==> config.mk <==
export PLATFORM = sky130hd
export DESIGN_NAME = tt_sweep_ctrl_flat
export DESIGN_NICKNAME = d
export VERILOG_FILES = /design/src/rtl/tt_seq_pkg.sv /design/src/rtl/tt_sweep_ctrl_if.sv /design/src/rtl/tt_settle_timer.sv /design/src/rtl/tt_sweep_ctrl.sv /design/src/flat_wrapper.sv
export SDC_FILE = /design/constraint.sdc
export NUM_CORES = 1
export LEC_CHECK = 0
export BUFFER_PORTS_ARGS = -buffer_cell sky130_fd_sc_hd__buf_2
export CAP_MARGIN = 20
export CELL_PAD_IN_SITES_DETAIL_PLACEMENT = 1
export CELL_PAD_IN_SITES_GLOBAL_PLACEMENT = 1
export CORE_ASPECT_RATIO = 0.8
export CORE_UTILIZATION = 41
export DETAILED_ROUTE_END_ITERATION = 8
export PLACE_DENSITY = 0.82
export SLEW_MARGIN = 20
export SYNTH_ARGS = -nofsm -noshare
export SYNTH_HDL_FRONTEND = slang
export SYNTH_SLANG_ARGS = --single-unit
==> constraint.sdc <==
create_clock -name clk -period 2.5 [get_ports clk]
set_input_delay 0.625 -clock clk [delete_from_list [all_inputs] [get_ports clk]]
set_output_delay 0.625 -clock clk [all_outputs]
set_load 0.02 [all_outputs]
==> src/rtl/tt_seq_pkg.sv <==
// Shared widths, FSM state encoding and golden-table lookup for the truth-table sweep sequencer.
package tt_seq_pkg;

    localparam int VEC_W = 4;
    localparam int N_VEC = 16;
    localparam int OUT_W = 3;
    localparam int ERR_W = 5;

    typedef enum logic [1:0] {
        ST_IDLE   = 2'd0,
        ST_APPLY  = 2'd1,
        ST_SAMPLE = 2'd2,
        ST_DONE   = 2'd3
    } state_t;

    // Golden {F1,F2,F3} row for one input vector.
    function automatic logic [OUT_W-1:0] exp_row(input logic [N_VEC-1:0] e1,
                                                 input logic [N_VEC-1:0] e2,
                                                 input logic [N_VEC-1:0] e3,
                                                 input logic [VEC_W-1:0] idx);
        return {e1[idx], e2[idx], e3[idx]};
    endfunction

endpackage

==> src/rtl/tt_sweep_ctrl_if.sv <==
// Bundle between the sweep sequencer and its host / function unit.
interface tt_sweep_ctrl_if;
    import tt_seq_pkg::*;

    logic             start;
    logic             abort;
    logic [OUT_W-1:0] f_in;
    logic [VEC_W-1:0] vec_out;
    logic             busy;
    logic             done;
    logic             row_valid;
    logic [VEC_W-1:0] row_idx;
    logic [OUT_W-1:0] row_f;
    logic [N_VEC-1:0] tt_f1;
    logic [N_VEC-1:0] tt_f2;
    logic [N_VEC-1:0] tt_f3;
    logic [ERR_W-1:0] err_cnt;
    logic             pass;

    modport master (
        output start, abort, f_in,
        input  vec_out, busy, done, row_valid, row_idx, row_f,
               tt_f1, tt_f2, tt_f3, err_cnt, pass
    );

    modport slave (
        input  start, abort, f_in,
        output vec_out, busy, done, row_valid, row_idx, row_f,
               tt_f1, tt_f2, tt_f3, err_cnt, pass
    );

endinterface

==> src/rtl/tt_settle_timer.sv <==
// Loadable 4-bit down-counter; expire is high while the count sits at zero.
module tt_settle_timer (
    input  logic       clk,
    input  logic       rst_n,
    input  logic       load,
    input  logic [3:0] load_val,
    output logic       expire
);

    logic [3:0] cnt;

    always_ff @(posedge clk or negedge rst_n) begin
        if (!rst_n) begin
            cnt <= 4'd0;
        end else if (load) begin
            cnt <= load_val;
        end else if (cnt != 4'd0) begin
            cnt <= cnt - 4'd1;
        end
    end

    assign expire = (cnt == 4'd0);

endmodule

==> src/rtl/tt_sweep_ctrl.sv <==
// Truth-table sweep sequencer: walks vectors 0..15, samples F1..F3, builds three tables.
// Optional golden-table compare is enabled by defining TT_SEQ_CHECK_EN.
//
//   state     | meaning
//   ST_IDLE   | waiting for start; outputs hold last sweep results
//   ST_APPLY  | vec_out driven, settle timer running
//   ST_SAMPLE | row_valid pulse, row captured into the tables
//   ST_DONE   | one-cycle done (and pass) pulse
module tt_sweep_ctrl
    import tt_seq_pkg::*;
#(
    parameter int               SETTLE_CYCLES = 2,
    parameter logic [N_VEC-1:0] EXP_F1        = 16'h4A5A,
    parameter logic [N_VEC-1:0] EXP_F2        = 16'h1D15,
    parameter logic [N_VEC-1:0] EXP_F3        = 16'h2CCA
) (
    input  logic            clk,
    input  logic            rst_n,
    tt_sweep_ctrl_if.slave  bus
);

    localparam logic [3:0]       SETTLE_LOAD = 4'(SETTLE_CYCLES - 1);
    localparam logic [VEC_W-1:0] LAST_IDX    = VEC_W'(N_VEC - 1);

    state_t           state;
    logic [VEC_W-1:0] vec;
    logic             busy_r;
    logic             done_r;
    logic             row_valid_r;
    logic [VEC_W-1:0] row_idx_r;
    logic [OUT_W-1:0] row_f_r;
    logic [N_VEC-1:0] tt_f1_r;
    logic [N_VEC-1:0] tt_f2_r;
    logic [N_VEC-1:0] tt_f3_r;

    logic accept;
    logic sample_go;
    logic next_vec;
    logic sweep_end;
    logic tmr_load;
    logic tmr_expire;

    assign accept    = (state == ST_IDLE) && bus.start && !bus.abort;
    // abort in the last settle cycle wins, so that row never reaches SAMPLE
    assign sample_go = (state == ST_APPLY) && tmr_expire && !bus.abort;
    assign next_vec  = (state == ST_SAMPLE) && !bus.abort && (vec != LAST_IDX);
    assign sweep_end = (state == ST_SAMPLE) && !bus.abort && (vec == LAST_IDX);
    assign tmr_load  = accept || next_vec;

    tt_settle_timer u_settle (
        .clk      (clk),
        .rst_n    (rst_n),
        .load     (tmr_load),
        .load_val (SETTLE_LOAD),
        .expire   (tmr_expire)
    );

    always_ff @(posedge clk or negedge rst_n) begin
        if (!rst_n) begin
            state       <= ST_IDLE;
            vec         <= '0;
            busy_r      <= 1'b0;
            done_r      <= 1'b0;
            row_valid_r <= 1'b0;
            row_idx_r   <= '0;
            row_f_r     <= '0;
            tt_f1_r     <= '0;
            tt_f2_r     <= '0;
            tt_f3_r     <= '0;
        end else begin
            done_r      <= 1'b0;
            row_valid_r <= 1'b0;
            case (state)
                ST_IDLE: begin
                    if (accept) begin
                        state   <= ST_APPLY;
                        busy_r  <= 1'b1;
                        vec     <= '0;
                        tt_f1_r <= '0;
                        tt_f2_r <= '0;
                        tt_f3_r <= '0;
                    end
                end
                ST_APPLY: begin
                    if (bus.abort) begin
                        state  <= ST_IDLE;
                        busy_r <= 1'b0;
                    end else if (sample_go) begin
                        state        <= ST_SAMPLE;
                        row_valid_r  <= 1'b1;
                        row_idx_r    <= vec;
                        row_f_r      <= bus.f_in;
                        tt_f1_r[vec] <= bus.f_in[2];
                        tt_f2_r[vec] <= bus.f_in[1];
                        tt_f3_r[vec] <= bus.f_in[0];
                    end
                end
                ST_SAMPLE: begin
                    if (bus.abort) begin
                        state  <= ST_IDLE;
                        busy_r <= 1'b0;
                    end else if (sweep_end) begin
                        state  <= ST_DONE;
                        busy_r <= 1'b0;
                        done_r <= 1'b1;
                    end else begin
                        state <= ST_APPLY;
                        vec   <= vec + 4'd1;
                    end
                end
                ST_DONE: begin
                    state <= ST_IDLE;
                end
                default: begin
                    state  <= ST_IDLE;
                    busy_r <= 1'b0;
                end
            endcase
        end
    end

`ifdef TT_SEQ_CHECK_EN
    localparam logic [ERR_W-1:0] ERR_MAX = ERR_W'(N_VEC);

    logic             row_bad;
    logic [ERR_W-1:0] err_cnt_r;
    logic             pass_r;

    assign row_bad = (bus.f_in != exp_row(EXP_F1, EXP_F2, EXP_F3, vec));

    // err_cnt is final by the time SAMPLE of vector 15 is left, so pass can use it directly
    always_ff @(posedge clk or negedge rst_n) begin
        if (!rst_n) begin
            err_cnt_r <= '0;
            pass_r    <= 1'b0;
        end else begin
            pass_r <= sweep_end && (err_cnt_r == '0);
            if (accept) begin
                err_cnt_r <= '0;
            end else if (sample_go && row_bad && (err_cnt_r != ERR_MAX)) begin
                err_cnt_r <= err_cnt_r + 5'd1;
            end
        end
    end

    assign bus.err_cnt = err_cnt_r;
    assign bus.pass    = pass_r;
`else
    logic unused_exp;
    assign unused_exp  = ^{EXP_F1, EXP_F2, EXP_F3};
    assign bus.err_cnt = '0;
    assign bus.pass    = 1'b0;
`endif

    assign bus.vec_out   = vec;
    assign bus.busy      = busy_r;
    assign bus.done      = done_r;
    assign bus.row_valid = row_valid_r;
    assign bus.row_idx   = row_idx_r;
    assign bus.row_f     = row_f_r;
    assign bus.tt_f1     = tt_f1_r;
    assign bus.tt_f2     = tt_f2_r;
    assign bus.tt_f3     = tt_f3_r;

endmodule
==> src/flat_wrapper.sv <==
// flat-port wrapper written by rule: the top's interface ports become plain ports
module tt_sweep_ctrl_flat import tt_seq_pkg::*;
#(
    parameter int               SETTLE_CYCLES = 2,
    parameter logic [N_VEC-1:0] EXP_F1        = 16'h4A5A,
    parameter logic [N_VEC-1:0] EXP_F2        = 16'h1D15,
    parameter logic [N_VEC-1:0] EXP_F3        = 16'h2CCA
)
  (clk, rst_n, bus_start, bus_abort, bus_f_in, bus_vec_out, bus_busy, bus_done, bus_row_valid, bus_row_idx, bus_row_f, bus_tt_f1, bus_tt_f2, bus_tt_f3, bus_err_cnt, bus_pass);
  tt_sweep_ctrl_if bus_i ();
  input  logic clk;
  input  logic rst_n;
  input wire logic [$bits(bus_i.start)-1:0] bus_start;
  input wire logic [$bits(bus_i.abort)-1:0] bus_abort;
  input wire logic [$bits(bus_i.f_in)-1:0] bus_f_in;
  output wire logic [$bits(bus_i.vec_out)-1:0] bus_vec_out;
  output wire logic [$bits(bus_i.busy)-1:0] bus_busy;
  output wire logic [$bits(bus_i.done)-1:0] bus_done;
  output wire logic [$bits(bus_i.row_valid)-1:0] bus_row_valid;
  output wire logic [$bits(bus_i.row_idx)-1:0] bus_row_idx;
  output wire logic [$bits(bus_i.row_f)-1:0] bus_row_f;
  output wire logic [$bits(bus_i.tt_f1)-1:0] bus_tt_f1;
  output wire logic [$bits(bus_i.tt_f2)-1:0] bus_tt_f2;
  output wire logic [$bits(bus_i.tt_f3)-1:0] bus_tt_f3;
  output wire logic [$bits(bus_i.err_cnt)-1:0] bus_err_cnt;
  output wire logic [$bits(bus_i.pass)-1:0] bus_pass;
  assign bus_i.start = bus_start;
  assign bus_i.abort = bus_abort;
  assign bus_i.f_in = bus_f_in;
  assign bus_vec_out = bus_i.vec_out;
  assign bus_busy = bus_i.busy;
  assign bus_done = bus_i.done;
  assign bus_row_valid = bus_i.row_valid;
  assign bus_row_idx = bus_i.row_idx;
  assign bus_row_f = bus_i.row_f;
  assign bus_tt_f1 = bus_i.tt_f1;
  assign bus_tt_f2 = bus_i.tt_f2;
  assign bus_tt_f3 = bus_i.tt_f3;
  assign bus_err_cnt = bus_i.err_cnt;
  assign bus_pass = bus_i.pass;
  tt_sweep_ctrl #(.SETTLE_CYCLES(SETTLE_CYCLES), .EXP_F1(EXP_F1), .EXP_F2(EXP_F2), .EXP_F3(EXP_F3)) u_core (.clk(clk), .rst_n(rst_n), .bus(bus_i));
endmodule
Yosys cells after proc, flatten, opt, wreduce, memory -nomap -nowiden
Cells that the tools add are included.

Output and inout port bits: 68. Bits of input ports: 7. Flip-flop bits (word level): 68.

Bitwise logic cells: 1. Eq/ne operators: 13. Multiplexer cells: 38. $lt $le $gt $ge: 2. Reductions and logical operators: 22. Add/sub/neg operators: 2.

Operators with widths (count): 16-bit 2-to-1 mux (7); 16-bit case mux with 2 select lines (3); 16-bit bitwise mux (3); 4-bit 2-to-1 mux (5); 4-bit AND reduction (3); 1-bit 2-to-1 mux (11); 2-bit 2-to-1 mux (5); 1-bit logical AND (8); 2-bit != test (second input constant) (4); 2-bit case mux with 4 select lines (1); 4-bit case mux with 2 select lines (1); 3-bit by 2-bit != test with 1-bit output (second input constant) (2); 2-bit nonzero test (3); 4-bit by 5-bit < comparator with 1-bit output (second input constant) (1); 4-bit by 1-bit adder with 4-bit output (second input constant) (1); 1-bit demux with 4-bit select (1); 2-bit equality test (second input constant) (2); 4-bit equality test (second input constant) (1); 4-bit by 1-bit >= comparator with 1-bit output (second input constant) (1); 4-bit zero test (1); 2-bit by 1-bit != test with 1-bit output (second input constant) (2); 4-bit != test (second input constant) (1); 4-bit nonzero test (1); 4-bit by 1-bit subtractor with 4-bit output (second input constant) (1); 9 further kinds (9).

Logic depth before layout (Yosys ltp)
Depth in word-level cells: 8. Depth in mapped cells: 8. Gate-level depth less buffers: 6.

Cells and area by module
Synthesis repeated with hierarchy kept, for this count alone.

Cell total of the unflattened synthesis: 362. Area total of the unflattened synthesis: 3669.8 sq um.

By module, submodules not included: tt_sweep_ctrl (cells an instance 340, sequential area each 1601.5 sq um, area each 3435.8 sq um, instances 1); tt_settle_timer (cells an instance 22, sequential area each 100.1 sq um, area each 234.0 sq um, instances 1).

Worst setup path before layout
OpenSTA, ideal clock, no wires.

Path kind: register to register. Start point: reg u_core.state[1]. End point: reg u_core.tt_f1_r[10] (netlist: u_core.bus.tt_f1[10]). Cell stages (with the launch flop): 9. Setup time: 0.124 ns. Arrival time: 1.697 ns. Data required time: 2.376 ns. Slack: 0.679 ns. Cell sequence: dfrtp_1 > inv_1 > ha_1 > buf_2 > nand2b_1 > a211oi_2 > buf_4 > nand2_1 > o2bb2ai_1.

Word-level cells in the longest chain between the ends: 5.

RTL lines: start: declaration (RTL line tt_sweep_ctrl.sv:25) `state_t state;`; start signal: assignment (RTL line tt_sweep_ctrl.sv:60) `state <= ST_IDLE;`; start signal: assignment (RTL line tt_sweep_ctrl.sv:76) `state <= ST_APPLY;`; start signal: assignment (RTL line tt_sweep_ctrl.sv:86) `state <= ST_IDLE;`; 2-bit by 1-bit equality test with 1-bit output / 2-bit zero test (equally long branches) (RTL line tt_sweep_ctrl.sv:45, tt_sweep_ctrl.sv:73, tt_sweep_ctrl.sv:43); 1-bit logical AND, on equally long branches (2 in series) (RTL line tt_sweep_ctrl.sv:45, tt_sweep_ctrl.sv:43); 2-bit by 1-bit != test with 1-bit output (no source line); 4-bit AND reduction (no source line); end signal: indexed assignment (RTL line tt_sweep_ctrl.sv:93) `tt_f1_r[vec] <= bus.f_in[2];`; end: declaration (RTL line tt_sweep_ctrl.sv:32) `logic [N_VEC-1:0] tt_f1_r;`.

Parallel ways exist; a longest one is shown, timed or not. A chain may end at the register's enable or synchronous reset.

Worst setup path in the final report
Start point: reg u_core.u_settle.cnt[0]. End point: reg u_core.tt_f2_r[8] (netlist: u_core.bus.tt_f2[8]).

Word-level cells in the longest chain between the ends: 5.

RTL lines: start: declaration (RTL line tt_settle_timer.sv:10) `logic [3:0] cnt;`; start signal: assignment (RTL line tt_settle_timer.sv:16) `cnt <= load_val;`; start signal: assignment (RTL line tt_settle_timer.sv:18) `cnt <= cnt - 4'd1;`; 4-bit zero test (RTL line tt_settle_timer.sv:22) `assign expire = (cnt == 4'd0);`; 1-bit logical AND (2 in series) (RTL line tt_sweep_ctrl.sv:45) `assign sample_go = (state == ST_APPLY) && tmr_expire && !bus.abort;`; 2-bit by 1-bit != test with 1-bit output (no source line); 4-bit AND reduction (no source line); end signal: indexed assignment (RTL line tt_sweep_ctrl.sv:94) `tt_f2_r[vec] <= bus.f_in[1];`; end: declaration (RTL line tt_sweep_ctrl.sv:33) `logic [N_VEC-1:0] tt_f2_r;`.

No other way between the ends.

==> results by group <==
Outcome
  – Outcome: finished clean

Synthesis
  – Post-synthesis cell count: roughly 270
  – Syn_area_per_cell: 11.6 um2
  – Ys flop type: dfrtp_1
  – Synth Register Bits: 68
  – Synth cell types: 37
  – Synth Warn #: 0
  – Sequential area share after synthesis: ~55%
  – Post-synthesis instance area: just over 0.003 mm2
  – Number of synthesized flops with an enable pin: 0
  – Post-synth ARST share: between 90% and 100%

Worst setup path
  – Worst path slowest cell: or3b_4
  – Critical path endpoint: u_core.bus.tt_f2[8]$_DFFE_PN0P_
  – Crit-path max FO: 16
  – Crit start category: flop
  – WS Path Type: flop to flop
  – Arrival time of the worst setup path: approximately 2400 ps
  – R2R setup slack: ~400 ps
  – Reg2Reg Launch Point: u_core.u_settle.cnt[0]$_DFFE_PN0P_
  – CP Capture Type: flop
  – Worst path required time: approximately 2800 ps
  – CP peak stage delay: approximately 430 ps
  – CP Launch Point: u_core.u_settle.cnt[0]$_DFFE_PN0P_
  – Worst r2r dst: u_core.bus.tt_f2[8]$_DFFE_PN0P_
  – R2r worst-path depth: 6
  – Crit path cell chain: inv_1 > ha_1 > or3b_4 > nor3b_4 > nand2_2 > o2bb2ai_1

Clock tree
  – Cts repair resizes: 0
  – CTS clk-pin slew, worst paths: ~80 ps
  – Clk root buf: clkbuf_8
  – Cts-stage hold buffer count: 0
  – Clk_lat worst skew: 350 ps
  – Bufs on Longest Clock Path: 2
  – TritonCTS buffer count: 9
  – Sink Count: 68
  – Post-CTS Setup Bufs: 0
  – Number of H-tree levels: 3
  – TritonCTS clock tree: done

Power
  – Clock network power share: 25.1%
  – Worst VDD drop: 312 uV
  – Pwr dens: 924 mW/mm2
  – Int Power: 2.08 mW
  – Logic pwr share: between 30% and 40%
  – Lkg Pwr: 1.84 nW
  – Sw Pwr: 1.31 mW
  – Sw frac: 38.5%
  – Sequential Power Share: 39.8%

GRT
  – Vias in the first global route: approximately 2,600
  – Largest net degree at the start of global routing: 39
  – Total gr overflow: 0
  – Total track usage: 23.4%
  – Initial antenna violation count: 0
  – First-pass GRT wire length: 13.8 mm

Run
  – Max-capacitance violation count: 0

Die
  – FP Rows: 27
  – Die Width: 99.1 um
  – Core Area: 0.00709 mm2
  – Die height: 79.7 um
  – IO Count: 75
  – Initial Util: 43.6%
  – Die area: 0.00790 mm2

Timing
  – Setup Skew: 7.94 ps
  – Fmax: 475 MHz
  – Final Setup Violations: 0
  – Fin crit period: 2100 ps
  – Worst rel slew slack: 52.4%
  – Worst setup margin: a little under 400 ps
  – Fin. max-slew vios: 0
  – RSZ-0062 raised after global routing: no
  – Crit share post-route: 84.2%
  – Worst-margin pin slew: about 710 ps
  – Final Hold Vio Count: 0
  – Post-route setup TNS: 0 ps

Placed design
  – DP HPWL: approximately 5.7 mm
  – Cell Area, Placed: 0.00348 mm2
  – Dpl ws: 386 ps
  – Port bufs: 68
  – Placer Congestion: between 0.7 and 0.8

Detailed routing
  – Vias: about 2,400
  – DRT Pass-1 Iters: 4
  – Detail Route Antenna Nets: 0
  – Vias per cell: approximately 5.5
  – Drt initial violations: roughly 170
  – Routed wire per std cell: between 15 and 20 um
  – DRT Wirelength: 8.24 mm
  – Drc violations: 0

Cells and area
  – ANT cells: 0
  – Multi-input gate area: 0.00127 mm2
  – P&R area growth vs syn: 18.5%
  – Highest-count cells in the layout ignoring fill and taps: 68 x buf_2, 68 x dfrtp_1, 48 x o2bb2ai_1
  – Final Util: 51.7%
  – Layout cells sized above 1: 30.9%
  – Fillers: 782
  – Total area of sequential cells: 0.00170 mm2
  – Design area: 0.00366 mm2
  – Final Net Count: around 360

Hold path
  – Hold Crit Class: input port to async pin
## kinds of logic after synthesis
family,after synthesis,synth area share (%)
xor+xnor,2,0.566
buf+inv,25,4.65
compound gates,64,17.2
mux,8,2.87
simple gates,88,15.1
fa+ha+maj,11,4.45
other cells,1,0.121
flops,68,55.0
## cell usage after synthesis, types with 2 or more instances
master	instances	area share, %
a21oi_1	3	0.49
a22o_1	3	0.85
and3_1	2	0.40
buf_4	7	1.7
buf_6	3	1.1
clkbuf_1	6	0.73
dfrtp_1	68	55
ha_1	11	4.4
inv_1	8	0.97
mux2_2	7	2.5
nand2_1	38	4.6
nand2_2	3	0.61
nand2b_1	5	1.0
nand3_1	5	0.81
nand3b_1	8	1.9
nor2_1	8	0.97
nor2b_1	2	0.40
nor3_1	7	1.1
o21ai_0	4	0.65
o2bb2ai_1	48	14
or3b_2	4	1.1
xnor2_1	2	0.57
## metrics by stage
step                std cells  hold slack (ps)  total power, mW
CTS                       430              121             3.42
global placement          414              471             2.49
floorplan                 272              329             2.20
global route              430              125             3.61
detailed placement        414              469             2.56
finish                    430              130             3.39
## worst max-delay path, delay by kind of cell (launching register included)
kind | cells | cell delay, ps
buffers and inverters | 1 | 110
AND/OR/NAND/NOR | 3 | 1040
AO/OA/AOI/OAI | 1 | 270
flip-flops | 1 | 370
adder cells (fa/ha/maj) | 1 | 220
## routing by layer
metal | routed length [um] | GRT usage [%] | vias to the layer above | share of wire, %
li1 | - | - | 1096 | -
met1 | 3910 | 31.1 | 1205 | 47
met2 | 3840 | 37.1 | 71 | 47
met3 | 415 | 7.18 | 8 | 5.0
met4 | 74 | 6.76 | 0 | 0.90
met5 | 0 | 0 | - | 0
## worst min path at each step
stage                                          start                          endpoint  slack (ps)  depth (start not counted)
finish                                         rst_n  u_core.bus.tt_f1[14]$_DFFE_PN0P_         130                          1
detailed placement   u_core.bus.tt_f1[6]$_DFFE_PN0P_   u_core.bus.tt_f1[6]$_DFFE_PN0P_         470                          1
floorplan                                      rst_n       u_core.bus.busy$_DFFE_PN0P_         330                          0
CTS                                            rst_n  u_core.bus.tt_f1[13]$_DFFE_PN0P_         120                          1
global route                                   rst_n   u_core.bus.tt_f3[9]$_DFFE_PN0P_         120                          1
global placement    u_core.bus.tt_f1[10]$_DFFE_PN0P_  u_core.bus.tt_f1[10]$_DFFE_PN0P_         470                          1
## sequential cells by signal (all words and copies together), names as in the netlist
signal and cells:
u_core.bus.tt_f1 16, u_core.bus.busy 1, u_core.bus.tt_f3 16, u_core.bus.tt_f2 16, u_core.u_settle.cnt 4, u_core.bus.row_f 3, u_core.bus.row_valid 1, u_core.bus.vec_out 4
u_core.bus.row_idx 4, u_core.bus.done 1, u_core.state 2
## cell type report
type,count,share of cell area [%]
Inverter,8,0.819
Clock buffer,11,4.13
Multi-Input combinational cell,179,34.6
Clock inverter,5,0.990
Tap cell,87,2.97
Timing Repair Buffer,72,10.1
Sequential cell,68,46.4
## power groups by stage
stage	combinational, mW	clock, mW	sequential (mW)
4_1_cts	1.19	0.874	1.35
2_1_floorplan	0.741	0	1.46
3_5_place_dp	1.19	0	1.37
5_1_grt	1.32	0.931	1.37
6_report	1.19	0.850	1.35
3_3_place_gp	1.13	0	1.36
Note: power is estimated with default switching activity, not from simulation.
